<file path="src/rtl/madhu_add_pkg.sv">
// madhu_add_pkg: shared opcode/state encodings and uio bit positions for the sequential adder.
package madhu_add_pkg;
    typedef enum logic [1:0] {
        OP_LOAD  = 2'b00,
        OP_ADD   = 2'b01,
        OP_SUB   = 2'b10,
        OP_CLEAR = 2'b11
    } op_e;
    typedef enum logic [1:0] {
        IDLE = 2'd0,
        EXEC = 2'd1,
        DONE = 2'd2
    } state_e;
    localparam int UIO_VALID = 0;
    localparam int UIO_OP    = 1;
    localparam int UIO_SAT   = 3;
    localparam int UIO_BUSY  = 4;
    localparam int UIO_CARRY = 5;
    localparam int UIO_DONE  = 6;
    localparam int UIO_ZERO  = 7;
    localparam logic [7:0] UIO_OE = 8'hF0;
endpackage

</file>
<file path="src/rtl/madhu_add_alu.sv">
// madhu_add_alu: combinational load/add/sub/clear with optional saturation and carry/zero flags.
module madhu_add_alu
    import madhu_add_pkg::*;
(
    input  logic [7:0] acc_i,
    input  logic [7:0] operand_i,
    input  op_e        op_i,
    input  logic       sat_i,
    output logic [7:0] acc_o,
    output logic       carry_o,
    output logic       zero_o
);
    logic [8:0] sum;
    logic [8:0] diff;
    assign sum  = {1'b0, acc_i} + {1'b0, operand_i};
    // diff[8] is the borrow: set exactly when operand exceeds acc
    assign diff = {1'b0, acc_i} - {1'b0, operand_i};
    assign carry_o = (op_i == OP_ADD) ? sum[8] : (op_i == OP_SUB) ? diff[8] : 1'b0;
    assign acc_o = (op_i == OP_LOAD)  ? operand_i :
                   (op_i == OP_CLEAR) ? 8'h00 :
                   (sat_i && carry_o) ? ((op_i == OP_ADD) ? 8'hFF : 8'h00) :
                   (op_i == OP_ADD)   ? sum[7:0] : diff[7:0];
    assign zero_o = (acc_o == 8'h00);
endmodule

</file>
<file path="src/rtl/tt_um_madhu_add_seq.sv">
// tt_um_madhu_add_seq: handshaked multi-cycle accumulator; outputs are registered one cycle
// behind internal state, so results/done appear EXEC_CYCLES+1 edges after accept.
module tt_um_madhu_add_seq
    import madhu_add_pkg::*;
#(
    parameter int EXEC_CYCLES = 1
) (
    input  logic       clk,
    input  logic       rst_n,
    input  logic       ena,
    input  logic [7:0] ui_in,
    input  logic [7:0] uio_in,
    output logic [7:0] uo_out,
    output logic [7:0] uio_out,
    output logic [7:0] uio_oe
);
    state_e     state_q;
    logic [3:0] cnt_q;
    logic [7:0] acc_q, opd_q, uo_q, uio_q;
    op_e        op_q;
    logic       sat_q, carry_q, zero_q;
    logic [7:0] acc_d;
    logic       carry_d, zero_d;
    logic       unused_ok;
    assign unused_ok = &{1'b0, uio_in[7:4]};
    madhu_add_alu u_alu (
        .acc_i     (acc_q),
        .operand_i (opd_q),
        .op_i      (op_q),
        .sat_i     (sat_q),
        .acc_o     (acc_d),
        .carry_o   (carry_d),
        .zero_o    (zero_d)
    );
    always_ff @(posedge clk or negedge rst_n) begin
        if (!rst_n) begin
            state_q <= IDLE;
            cnt_q   <= 4'd0;
            acc_q   <= 8'h00;
            opd_q   <= 8'h00;
            op_q    <= OP_LOAD;
            sat_q   <= 1'b0;
            carry_q <= 1'b0;
            zero_q  <= 1'b0;
            uo_q    <= 8'h00;
            uio_q   <= 8'h00;
        end else if (ena) begin
            uo_q  <= acc_q;
            uio_q <= {zero_q, state_q == DONE, carry_q, state_q == EXEC, 4'b0000};
            case (state_q)
                IDLE: if (uio_in[UIO_VALID]) begin
                    opd_q   <= ui_in;
                    op_q    <= op_e'(uio_in[UIO_OP +: 2]);
                    sat_q   <= uio_in[UIO_SAT];
                    cnt_q   <= 4'(EXEC_CYCLES - 1);
                    state_q <= EXEC;
                end
                EXEC: if (cnt_q == 4'd0) begin
                    acc_q   <= acc_d;
                    carry_q <= carry_d;
                    zero_q  <= zero_d;
                    state_q <= DONE;
                end else begin
                    cnt_q <= cnt_q - 4'd1;
                end
                DONE: if (!uio_in[UIO_VALID]) state_q <= IDLE;
                default: state_q <= IDLE;
            endcase
        end
    end
    assign uo_out  = uo_q;
    assign uio_out = uio_q;
    assign uio_oe  = UIO_OE;
endmodule

</file>
<file path="config.mk">
export PLATFORM = sky130hd
export DESIGN_NAME = tt_um_madhu_add_seq
export DESIGN_NICKNAME = d
export VERILOG_FILES = /design/src/rtl/madhu_add_pkg.sv /design/src/rtl/madhu_add_alu.sv /design/src/rtl/tt_um_madhu_add_seq.sv
export SDC_FILE = /design/constraint.sdc
export NUM_CORES = 1
export LEC_CHECK = 0
export ABC_CLOCK_PERIOD_IN_PS = 6100
export BUFFER_PORTS_ARGS = -buffer_cell sky130_fd_sc_hd__buf_2
export CAP_MARGIN = 25
export CORE_MARGIN = 10
export CORE_UTILIZATION = 62
export DETAILED_ROUTE_END_ITERATION = 7
export PLACE_DENSITY_LB_ADDON = 0.25
export REMOVE_ABC_BUFFERS = 1
export SYNTH_ARGS = -nofsm -noshare
export SYNTH_HDL_FRONTEND = slang
export SYNTH_SLANG_ARGS = --single-unit
</file>
<file path="constraint.sdc">
create_clock -name clk -period 6.1 [get_ports clk]
set_input_delay 0.915 -clock clk [delete_from_list [all_inputs] [get_ports clk]]
set_output_delay 0.915 -clock clk [all_outputs]
set_load 0.01 [all_outputs]
</file>
==> key figures <==
Cells and area
  • Total Nets Final: 355
  • Diode count: 0
  • Share of post-route cells with drive strength above 1: 21.1%
  • Final core utilization: about 69%
  • Fillers: between 300 and 400
  • Area grow syn2layout: 7.31%

Detailed routing
  • WL per Instance: 17.1 microns
  • DRC viols: 0
  • Drt first pass iters: 4
  • Vias per inst: 6.04
  • DR vias: between 2k and 2.5k
  • Antenna-violating nets left: 0
  • WL final: roughly 6300 microns
  • Initial DRC count: 165

STA
  • Worst Hold Slack: 0.503 ns
  • Minimum clock period: 2.90 ns
  • RSZ-0062 raised after global routing: no
  • Clock Skews: 0.00631 ns
  • Highest Clock Rate: approximately 0.34 GHz
  • Final Hold Viols: 0
  • Setup TNS: 0 ns
  • Worst slew margin: between 40% and 50%
  • Least-Margin Pin Slew: roughly 0.86 ns
  • Setup violations, final: 0
  • Final Cycle Share: 47.6%
  • Final Max Tran Viols: 0

Logic synthesis
  • Synthesis Warnings: 0
  • Largest family of logic cells by synthesized area: compound AO/OA/AOI/OAI gates
  • EDFF count, synth: 0
  • Count of cell types in the netlist: 67
  • Sequential element share of the synthesized area: 34.6%
  • Synth Flop Type: dfrtp_1
  • XOR/XNOR share of the synthesized area: about 2.5%
  • Adder-cell area share of the yosys netlist: 9.39%
  • Syn Area/Cell: about 9.5 sq um
  • Fraction of registers with async set/reset: 100%
  • Yosys reg bits: 39
  • Compound-Gate Fraction of Synth Area: 22.7%
  • Synth Instances: ~300
  • Synth Area in Simple Gates: 14.7%
  • Mux cell area share after synthesis: 7.04%
  • Cell Area, Synth: 0.00282 sq mm

Status
  • Status: finished, final reports clean

Pwr
  • Combinational power share: 60.5%
  • Sequential power share: 26.7%
  • P per Cell Area: 649 mW/mm^2
  • Clock power share: between 10 and 15%
  • Leak: 1.43 nW
  • Switching part of the total: roughly 47%
  • Psw: 0.000918 W
  • Pwr Total: between 0.0015 and 0.002 W
  • Internal Pwr Total: about 0.0010 W
  • Worst VDD drop: 0.289 mV

Min path
  • HP Class: flip-flop to flip-flop

CTS
  • CTS HTree Levels: 2
  • CTS tree: yes
  • Num CTS Buffers: 5
  • Clock latency on the worst-skew pair: 0.29 ns
  • Max Buffers Root-to-Sink: 2
  • Postcts setup bufs: 0
  • Clock sink count: 39
  • CTS-repair resized insts: 0
  • Hold-fix buffers at CTS: 0
  • Root Driver: clkbuf_8
  • CTS clock-pin slew for the worst setup and hold paths: 0.07 ns

Global routing
  • Vias in the first global route: 2268
  • GRT Residual Overflow: 0
  • Global Route Usage Sum: 16.9%
  • Largest net degree at the start of global routing: 40
  • First-pass GRT wire length: around 11000 microns
  • Initial antenna violation count: 0

Floorplanning
  • Placeable core area: about 0.0044 sq mm
  • Height of the chip: approximately 90 microns
  • Area of the die: 0.00765 sq mm
  • Die X: just under 90 microns
  • Initial Util: 64.4%
  • Ports: 43
  • Site row count: 24

Setup path
  • CP cell instances: buf_2 -> nor2b_1 -> nand3_1 -> a21oi_1 -> o21ai_0 -> a32oi_1 -> o2111ai_1 -> o41ai_2
  • Highest fanout seen on the critical path: 17
  • Crit path largest cell delay: between 0.4 and 0.5 ns
  • Worst setup SP type: input pin
  • Critical path class: input pin to flip-flop
  • Worst Setup End Kind: flip-flop
  • Crit-path leading delay family: compound AO/OA/AOI/OAI gates
  • CP max stage cell: nand3_1
  • Worst Path Buf+Inv: 1
  • R2r setup slk: between 3 and 4 ns
  • CP arrival: approximately 3.1 ns
  • Crit path required time: 6.29 ns

Placement
  • Port bufs: 26
  • HPWL after detailed placement: 4750 microns
  • Gp weighted congestion: 0.946

Run
  • # Max-Cap Violations: 0
-- per-layer routing --
| layer | part of all wire [%] | up-vias | GRT usage, % |
|---|---|---|---|
| li1 | - | 1061 | - |
| met1 | 44 | 1087 | 21.6 |
| met2 | 48 | 67 | 27.6 |
| met3 | 6.2 | 12 | 3.46 |
| met4 | 1.8 | 0 | 5.80 |
| met5 | 0 | - | 0 |
-- sequential cells by signal, indices dropped and copies added, names as in the netlist --
register  flops
op_q          2
carry_q       1
acc_q         8
uio_out       4
opd_q         8
zero_q        1
cnt_q         4
uo_out        8
state_q       2
sat_q         1
-- cells in the final DEF, fill, tap and decap left out, types with 5 or more instances in the layout --
cell type,Yosys,layout
conb_1,2,12
mux2_2,15,15
nand2b_1,6,6
nor2b_1,6,6
nand2_1,20,20
nor2_1,22,22
buf_2,4,26
clkbuf_8,0,5
a21oi_1,16,16
ha_1,18,18
o21ai_0,25,25
inv_1,24,24
dfrtp_1,39,39
-- power groups by stage --
stage               sequential, W  combinational, W  clock, W
global route             0.000541           0.00133  0.000268
detailed placement       0.000523           0.00117         0
floorplan                0.000497          0.000907         0
global placement         0.000516           0.00114         0
CTS                      0.000521           0.00118  0.000256
finish                   0.000524           0.00119  0.000252
-- through the flow --
step	setup WS, ns	instances	instance area, sq um
after floorplan	3.62	283	2700
after global placement	2.94	361	2900
after detailed placement	2.93	361	2900
after CTS	3.19	369	3030
after global routing	2.84	369	3030
final	3.20	369	3030
-- Yosys cell counts, types with 3 or more instances --
cell | number | area [sq um]
mux2_2 | 15 | 169
nor3b_1 | 4 | 30.0
mux2i_1 | 3 | 30.0
nor2b_1 | 6 | 37.5
a21oi_1 | 16 | 80.1
nor2_1 | 22 | 82.6
nand2_1 | 20 | 75.1
buf_4 | 13 | 97.6
dfrtp_1 | 39 | 976
nand2b_1 | 6 | 37.5
a211oi_1 | 3 | 22.5
buf_2 | 4 | 20.0
o21ai_0 | 25 | 125
and2_1 | 3 | 18.8
xor2_1 | 4 | 35.0
inv_1 | 24 | 90.1
clkbuf_1 | 3 | 11.3
xnor2_1 | 4 | 35.0
ha_1 | 18 | 225
-- cells by family (layout without fill, tap and decap cells) --
logic type,Yosys count,count (layout)
AO/OA/AOI/OAI,85,85
XOR/XNOR,8,8
adder cells (fa/ha/maj),20,20
buffers and inverters,48,58
flip-flops,39,39
multiplexers,18,18
other,2,12
AND/OR/NAND/NOR,77,77
-- area by class of cell --
class / instances / area (sq um) / area share, %
clock inverters: 2 / 60.1 / 1.98
repair buffers: 26 / 130 / 4.29
well taps: 52 / 65.1 / 2.15
flip-flops and latches: 39 / 976 / 32.2
clock buffers: 6 / 72.6 / 2.39
inverters: 24 / 90.1 / 2.97
multi-input cells: 220 / 1640 / 54.0
-- final timing paths --
path | from | to | cells after the start
setup reg to reg | cnt_q[0]$_DFFE_PN0P_ | zero_q$_DFFE_PN0P_ | 9
hold reg to reg | uo_out[1]$_DFFE_PN0P_ | uo_out[1]$_DFFE_PN0P_ | 1
hold / removal | uo_out[1]$_DFFE_PN0P_ | uo_out[1]$_DFFE_PN0P_ | 1
min in group asynchronous | rst_n | uio_out[5]$_DFFE_PN0P_ | 1
setup / recovery | ena | zero_q$_DFFE_PN0P_ | 8
max in group asynchronous | rst_n | uo_out[5]$_DFFE_PN0P_ | 1
Note: power is estimated with default switching activity, not from simulation.
